==> src/rtl/mod_counter.sv <==
// mod_counter: bounded up/down counter with load, wrap/saturate/one-shot terminal modes
module mod_counter #(
  parameter int              WIDTH = 8,
  parameter longint unsigned MAX   = (64'd1 << WIDTH) - 64'd1,
  parameter int              MODE  = 0
) (
  input  logic             i_clock,
  input  logic             i_reset,
  input  logic             i_enable,
  input  logic             i_up,
  input  logic             i_load,
  input  logic [WIDTH-1:0] i_load_value,
  output logic [WIDTH-1:0] o_count,
  output logic             o_event,
  output logic             o_at_max,
  output logic             o_at_min,
  output logic             o_done
);
  typedef enum logic {RUN, HALT} state_t;
  localparam logic [WIDTH-1:0] MAX_V = WIDTH'(MAX);
  state_t           r_state, w_state;
  logic [WIDTH-1:0] r_count, w_count, w_clamp, w_wrap;
  logic [WIDTH:0]   w_step;
  logic             r_event, w_event, w_term, w_at_max, w_at_min;
  assign w_at_max = r_count == MAX_V;
  assign w_at_min = r_count == '0;
  assign o_count  = r_count;
  assign o_event  = r_event;
  assign o_at_max = w_at_max;
  assign o_at_min = w_at_min;
  assign o_done   = (MODE == 2) && (r_state == HALT);
  // next count, event and run/halt state; the terminal test is equality with the bound, the step is one bit wider
  always_comb begin
    w_step  = i_up ? {1'b0, r_count} + 1'b1 : {1'b0, r_count} - 1'b1;
    w_term  = i_up ? w_at_max : w_at_min;
    w_wrap  = i_up ? '0 : MAX_V;
    w_clamp = i_load_value > MAX_V ? MAX_V : i_load_value;
    w_count = r_count;
    w_event = 1'b0;
    w_state = r_state;
    if (i_load) begin
      w_count = w_clamp;
      w_state = RUN;
    end else if (i_enable && r_state == RUN) begin
      w_count = !w_term ? WIDTH'(w_step) : (MODE == 0 ? w_wrap : r_count);
      w_event = w_term;
      w_state = (MODE == 2 && w_term) ? HALT : RUN;
    end
  end
  // state register with synchronous reset taking priority over everything
  always_ff @(posedge i_clock) begin
    if (i_reset) begin
      r_count <= '0;
      r_event <= 1'b0;
      r_state <= RUN;
    end else begin
      r_count <= w_count;
      r_event <= w_event;
      r_state <= w_state;
    end
  end
endmodule

==> config.mk <==
export PLATFORM = sky130hd
export DESIGN_NAME = mod_counter
export DESIGN_NICKNAME = d
export VERILOG_FILES = /design/src/rtl/mod_counter.sv
export SDC_FILE = /design/constraint.sdc
export NUM_CORES = 1
export LEC_CHECK = 0
export CAP_MARGIN = 10
export CORE_UTILIZATION = 37
export DETAILED_ROUTE_END_ITERATION = 16
export GPL_ROUTABILITY_DRIVEN = 0
export GPL_TIMING_DRIVEN = 0
export PLACE_DENSITY = 0.7
export SETUP_SLACK_MARGIN = 0.02
export SYNTH_ARGS = -nofsm -noshare
export SYNTH_HDL_FRONTEND = slang
export SYNTH_SLANG_ARGS = --single-unit
==> constraint.sdc <==
create_clock -name i_clock -period 1.9 [get_ports i_clock]
set_clock_uncertainty 0.15 [all_clocks]
set_input_delay 0.285 -clock i_clock [delete_from_list [all_inputs] [get_ports i_clock]]
set_output_delay 0.285 -clock i_clock [all_outputs]
set_load 0.02 [all_outputs]
==> results of run 1 <==
through the flow:
step	total power (W)	worst slack (ns)
finish	0.0006902	-0.08274
global route	0.0007447	-0.1131
CTS	0.0006601	-0.1077
detailed placement	0.0005006	-0.8542
global placement	0.0004963	-0.8521
floorplan	0.0004115	-0.04787
worst register-to-register path, stage by stage (launching register included):
cell and delay [ns]:
dfxtp_4 0.38, ha_4 0.23, a21o_1 0.16, and4_4 0.19, or4_4 0.50, a31oi_4 0.19
nor3_2 0.05
area by class of cell:
cell class | count | area, sq um
Inverter | 2 | 11.26
Multi-Input combinational cell | 85 | 608.1
Buffer | 5 | 22.52
Tap cell | 25 | 31.28
Timing Repair Buffer | 24 | 222.7
Sequential cell | 9 | 188.9
Clock buffer | 4 | 26.28
Fill cell | 167 | 690.7
registers in the layout (all words and copies together), names as in the netlist:
| name | count |
|---|---|
| o_count | 8 |
| o_event | 1 |
kinds of logic after synthesis:
group | after synthesis | share of synthesized area
buffers and inverters | 7 | 0.04061
xor gates and xnor gates | 5 | 0.05923
AOI/OAI and AO/OA | 30 | 0.2420
DFF | 9 | 0.2437
and+or+nand+nor | 42 | 0.2809
adders and majority gates | 7 | 0.1286
other | 1 | 0.005071
report_power, final:
group / switching (W) / internal, W / leakage [nW]
Combinational: 0.000145 / 0.000151 / 0.337
Clock: 0.0000735 / 0.0000813 / 0.0150
Sequential: 0.0000320 / 0.000207 / 0.0764
Total: 0.000251 / 0.000439 / 0.429
worst max-delay path by stage:
stage                            start                       to
6_report                          i_up  o_count[5]$_SDFFE_PP0P_
5_1_grt        o_count[1]$_SDFFE_PP0P_  o_count[5]$_SDFFE_PP0P_
4_1_cts        o_count[1]$_SDFFE_PP0P_  o_count[5]$_SDFFE_PP0P_
3_3_place_gp                      i_up  o_count[5]$_SDFFE_PP0P_
2_1_floorplan                     i_up  o_count[5]$_SDFFE_PP0P_
3_5_place_dp                      i_up  o_count[5]$_SDFFE_PP0P_
layout by cell type (no fill, tap or decap), drive strengths merged:
cell and instances:
and4 1, ha 6, o21ai 3, clkdlybuf4s50 17
dfxtp 9, o31ai 1, conb 1, xor2 2
inv 1, or4 1, clkinvlp 1, or2 1
a211oi 2, nand2 4, nand3 2, a21oi 15
nand2b 2, xnor2 3, nor3 9, o22ai 1
nor2 16, a22o 1, nor2b 2, nand4 2
fa 1, dlygate4sd2 2, nor4 2, clkbuf 7
a21o 3, a31oi 3, buf 7, o311a 1
what timing repair did:
action                                  4_1_cts  5_1_grt
setup buffers                                 2        2
resized for setup                            10       12
pin swaps                                     1        2
endpoints found under the setup margin        8        5
hold endpoints to repair                      0        0
per-layer routing:
metal / up-vias / wire [um] / GRT usage
met5: - / 0 / 0
met4: 0 / 31 / 0.06857
met3: 6 / 129 / 0.09020
met2: 27 / 1030 / 0.3194
met1: 382 / 916 / 0.2477
li1: 427 / - / -
==> metrics.csv, run 1 <==
stage,metric,value,unit
detailed_routing,drt wl/cell,13.68,um
sta,count of pins over their slew limit,0,
logic_synthesis,Synth Net Count,121,
critical_path,Worst Path Buf+Inv,3,
global_routing,first-pass GRT wire length,3.077,mm
clock_tree,CTS Hold Bufs,0,
detailed_routing,Routed Antenna Nets,0,
detailed_routing,DR DRC count,0,
floorplanning,die height,46.71,um
logic_synthesis,cell taking the most area after synthesis,dfxtp_1,
critical_path,CP Data Required Time,1.89,ns
logic_synthesis,yosys warns,0,
sta,Hold Slack,0.2505,ns
clock_tree,clk_lat worst skew,0.27,ns
critical_path,reg2reg start,o_count[1]$_SDFFE_PP0P_,
worst_hold_path,Hold Path End,o_count[0]$_SDFFE_PP0P_,
logic_synthesis,#FFs+latches synth,9,
logic_synthesis,register area share after synthesis,0.2437,
critical_path,signal arrival time at the worst endpoint,1.98,ns
critical_path,Crit-path slowest cell,or4_4,
critical_path,Crit. End Element,flip-flop,
critical_path,CP startpoint kind,primary input,
floorplanning,full die area,2181,sq um
clock_tree,H-tree depth,1,
logic_synthesis,Synth top area share,0.2437,
clock_tree,Clock Pin Slew Worst Setup and Hold Paths,0.06,ns
placement,Final HPWL DP,1.410,mm
cells_and_area,Area growth syn-to-layout,50.25,%
global_routing,largest net degree at the start of global routing,11,
sta,RSZ-0062 raised after global routing,true,
floorplanning,I/O pin count,25,
global_routing,GRT Util Overall,0.2035,
sta,final worst slack,-0.08274,ns
logic_synthesis,post-synth cell types,31,
clock_tree,clock root cell,clkbuf_4,
global_routing,total global routing overflow,0,
logic_synthesis,"top cells by count, synth","nor2_1, a21oi_1, dfxtp_1, nor3_1, ha_1",
critical_path,Worst path depth,8,
sta,final setup vio count,2,
detailed_routing,DRT Pass-1 Iters,4,
cells_and_area,Ant. Diodes,0,
logic_synthesis,syn_area_per_cell,7.321,sq um
sta,min cycle time layout,1.983,ns
floorplanning,num rows,15,
placement,placed cell area,988.4,sq um
cells_and_area,layout cells sized above 1,0.2171,
logic_synthesis,Mapped Cells,101,
critical_path,r2r setup slk,-0.07,ns
critical_path,FF-to-FF path depth,6,
power_and_ir_drop,leakage dissipation,0.4285,nW
run_status,failing checks,negative setup slack,
floorplanning,Initial Utilization,0.4104,
critical_path,Critical R2R Capture,o_count[5]$_SDFFE_PP0P_,
worst_hold_path,Hold Crit Class,primary input to flip-flop,
sta,Final TNS setup,-0.1242,ns
clock_tree,CTS buffer count,3,
clock_tree,CTS max path bufs,2,
logic_synthesis,"EDFF count, synth",0,
sta,Final Hold Vio Count,0,
detailed_routing,final WL,2.107,mm
detailed_routing,Vias/cell,5.468,
global_routing,number of global-route vias before repair,730,
critical_path,"delay-heaviest family, CP",simple AND/OR/NAND/NOR gates,
worst_hold_path,hold path startpoint,i_reset,
power_and_ir_drop,P per Cell Area,621.2,nW/um^2
floorplanning,core area,1802,sq um
clock_tree,CTS tree,built,
critical_path,CP peak stage delay,0.50,ns
sta,FMAX,0.5044,GHz
job,Max-Cap Viols,0,
run_status,status,"complete, but fails checks",
cells_and_area,non-filler instance count after layout,154,
sta,fin crit share,1.044,
worst_hold_path,hold path depth,2,
logic_synthesis,Synth Cell Area,739.5,sq um
logic_synthesis,"Top FF cell, synth",dfxtp_1,
cells_and_area,Final Cell Area,1111,sq um
global_routing,initial antenna violation count,0,
power_and_ir_drop,Worst VDD drop,0.3942,mV
placement,Placed Cells,146,
placement,IO buf count,20,
detailed_routing,Initial DRC Count,7,
clock_tree,clk sink count,9,
critical_path,CP max FO,7,
critical_path,Crit Path Category,primary input to flip-flop,
cells_and_area,Final Core Density,0.6167,
cells_and_area,Final nets,150,
logic_synthesis,ys async rst share,0,
floorplanning,Die Width,46.71,um
logic_synthesis,top area cells in the synthesized netlist,"dfxtp_1, a21oi_1, ha_1, nor2_1, nor3_1",
detailed_routing,DR vias,842,
logic_synthesis,top-count cell post-synth,nor2_1,
critical_path,ordered list of cells on the worst path,buf_2 > clkinvlp_4 > buf_4 > ha_4 > and4_4 > or4_4 > a31oi_4 > nor3_2,
Power figures use the tool's default switching activity.
==> inputs of run 2 (changes only) <==
==> constraint.sdc (replaced) <==
create_clock -name i_clock -period 1.9 [get_ports i_clock]
set_clock_uncertainty 0.15 [all_clocks]
set_input_delay 0.38 -clock i_clock [delete_from_list [all_inputs] [get_ports i_clock]]
set_output_delay 0.38 -clock i_clock [all_outputs]
set_load 0.02 [all_outputs]
==> run 2 against run 1 <==
- the run still ends with negative setup slack left
- sequential power is 2% higher
- register-to-register slack gained 0.02 ns
- fmax shrank 2.3%
- hold slack better by 0.10 ns
- clock-buffer cell count did not move
- utilization up 6.5 points
==> metrics.csv, run 2 (synthesized netlist as in run 1, its figures left out) <==
stage,metric,value,unit,change
detailed_routing,final WL,2.363,mm,was 2.107 mm
clock_tree,CTS buffer count,3,,unchanged
critical_path,CP startpoint kind,primary input,,unchanged
sta,fin crit share,1.068,,was 1.044
placement,IO buf count,20,,unchanged
critical_path,reg2reg start,o_count[1]$_SDFFE_PP0P_,,unchanged
critical_path,Worst Setup SP,i_up,,unchanged
critical_path,CP max FO,6,,was 7
clock_tree,clock root cell,clkbuf_4,,unchanged
cells_and_area,non-filler instance count after layout,160,,was 154
sta,Hold Slack,0.3555,ns,was 0.2505 ns
cells_and_area,Final nets,156,,was 150
power_and_ir_drop,Worst VDD drop,0.4516,mV,was 0.3942 mV
global_routing,first-pass GRT wire length,3.519,mm,was 3.077 mm
power_and_ir_drop,total power,0.0007360,W,was 0.0006902 W
run_status,status,"complete, but fails checks",,unchanged
sta,min cycle time layout,2.029,ns,was 1.983 ns
detailed_routing,DRT Pass-1 Iters,4,,unchanged
cells_and_area,Area growth syn-to-layout,66.16,%,was 50.25%
floorplanning,num rows,15,,unchanged
global_routing,initial antenna violation count,0,,unchanged
floorplanning,Initial Utilization,0.4104,,unchanged
cells_and_area,most frequent cells in the layout,"nor2_1, a21oi_1, clkdlybuf4s50_1, nor3_1, buf_4",,"was clkdlybuf4s50_1, nor2_1, a21oi_1, nor3_1, buf_4"
detailed_routing,drt wl/cell,14.77,um,was 13.68 um
sta,Final Hold Vio Count,0,,unchanged
clock_tree,CTS Hold Bufs,0,,unchanged
clock_tree,clk sink count,9,,unchanged
worst_hold_path,Hold Crit Class,primary input to flip-flop,,unchanged
sta,FMAX,0.4928,GHz,was 0.5044 GHz
critical_path,signal arrival time at the worst endpoint,2.02,ns,was 1.98 ns
global_routing,number of global-route vias before repair,793,,was 730
cells_and_area,layout cells sized above 1,0.2741,,was 0.2171
critical_path,CP Data Required Time,1.89,ns,about the same
global_routing,largest net degree at the start of global routing,11,,unchanged
detailed_routing,DR vias,895,,was 842
sta,final worst slack,-0.1292,ns,was -0.08274 ns
sta,count of pins over their slew limit,0,,unchanged
global_routing,GRT Util Overall,0.2339,,was 0.2035
worst_hold_path,hold path startpoint,i_reset,,unchanged
critical_path,Crit Path Category,primary input to flip-flop,,unchanged
critical_path,r2r setup slk,-0.05,ns,was -0.07 ns
sta,final setup vio count,3,,was 2
cells_and_area,Ant. Diodes,0,,unchanged
clock_tree,clk_lat worst skew,0.27,ns,about the same
clock_tree,H-tree depth,1,,unchanged
clock_tree,CTS max path bufs,2,,unchanged
run_status,failing checks,negative setup slack,,unchanged
detailed_routing,Routed Antenna Nets,0,,unchanged
job,Max-Cap Viols,0,,unchanged
power_and_ir_drop,P per Cell Area,599.0,nW/um^2,was 621.2 nW/um^2
detailed_routing,Vias/cell,5.594,,was 5.468
floorplanning,core area,1802,sq um,unchanged
sta,RSZ-0062 raised after global routing,true,,unchanged
floorplanning,I/O pin count,25,,unchanged
floorplanning,die height,46.71,um,unchanged
detailed_routing,Initial DRC Count,27,,was 7
cells_and_area,"most common cell after layout, fill and taps aside",nor2_1,,was clkdlybuf4s50_1
cells_and_area,number of flip-flops in the largest register,8,,unchanged
power_and_ir_drop,leakage dissipation,0.5484,nW,was 0.4285 nW
worst_hold_path,hold path depth,2,,unchanged
critical_path,FF-to-FF path depth,6,,unchanged
placement,Placed Cells,146,,unchanged
critical_path,Crit. End Element,flip-flop,,unchanged
floorplanning,Die Width,46.71,um,unchanged
worst_hold_path,Hold Path End,o_count[0]$_SDFFE_PP0P_,,unchanged
clock_tree,Clock Pin Slew Worst Setup and Hold Paths,0.07,ns,was 0.06 ns
floorplanning,full die area,2181,sq um,unchanged
detailed_routing,DR DRC count,0,,unchanged
critical_path,Critical R2R Capture,o_count[5]$_SDFFE_PP0P_,,unchanged
global_routing,total global routing overflow,0,,unchanged
sta,Final TNS setup,-0.2220,ns,was -0.1242 ns
placement,Final HPWL DP,1.470,mm,was 1.410 mm
clock_tree,CTS tree,built,,unchanged
-- run 2: cell types whose count changed in the layout (fill, tap and decap cells not counted), moves of 2 or more --
cell and delta:
clkdlybuf4s50_1 -6, dlymetal6s2s_1 +5, buf_6 +4, a21oi_1 -2, a21oi_2 +2, buf_4 +2
dfxtp_2 -2, ha_4 +2, nor4_2 -2, nor4_4 +2
-- run 2: worst max-delay path by stage --
| stage | slack (ns) | endpoint | cells past startpoint |
|---|---|---|---|
| 5_1_grt | -0.19 | o_count[6]$_SDFFE_PP0P_ | 9 |
| 4_1_cts | -0.08 | o_count[6]$_SDFFE_PP0P_ | 9 |
| 2_1_floorplan | -0.13 | o_count[5]$_SDFFE_PP0P_ | 7 |
| 6_report | -0.13 | o_count[6]$_SDFFE_PP0P_ | 9 |
| 3_5_place_dp | -0.90 | o_count[5]$_SDFFE_PP0P_ | 8 |
| 3_3_place_gp | -0.91 | o_count[5]$_SDFFE_PP0P_ | 8 |
-- run 2: what timing repair did --
item,CTS,global route
endpoints found under the hold margin,0,0
gates resized for setup,29,14
pin swaps,9,13
setup endpoints to repair,10,11
setup buffers,7,4
-- run 2: stage by stage --
stage | utilization | cell area, sq um | worst slack [ns]
2_1_floorplan | - | 759.5 | -0.1347
3_5_place_dp | 0.5500 | 991.0 | -0.9034
6_report | 0.6819 | 1229 | -0.1292
5_1_grt | 0.6819 | 1229 | -0.1948
3_3_place_gp | 0.5500 | 991.0 | -0.9097
4_1_cts | 0.6444 | 1161 | -0.08356
-- run 2: power breakdown --
part | total (W) | internal [W] | switching (W)
Clock | 0.000159 | 0.0000814 | 0.0000779
Sequential | 0.000244 | 0.000206 | 0.0000376
Combinational | 0.000333 | 0.000177 | 0.000156
Total | 0.000736 | 0.000465 | 0.000271
-- run 2: metal layers --
layer / vias up / routed length, um / part of all wire / track usage
met5: - / 0 / 0 / 0
met4: 0 / 61 / 0.026 / 0.1029
met3: 7 / 157 / 0.066 / 0.05882
met2: 44 / 1130 / 0.48 / 0.3806
met1: 407 / 1012 / 0.43 / 0.2904
li1: 437 / - / - / -
-- run 2: cell type report --
class,instances,area [sq um]
Clock buffer,4,26.28
Inverter,2,11.26
Tap cell,25,31.28
Sequential cell,9,190.2
Buffer,5,22.52
Timing Repair Buffer,30,300.3
Multi-Input combinational cell,85,646.9
Fill cell,151,573.1
-- run 2: critical path, stage by stage --
cell,delay [ns]
buf_8,0.08
clkinvlp_4,0.17
buf_6,0.18
fa_2,0.41
a211oi_2,0.23
o21ai_1,0.16
a21o_1,0.18
a31oi_1,0.18
nor3_1,0.06
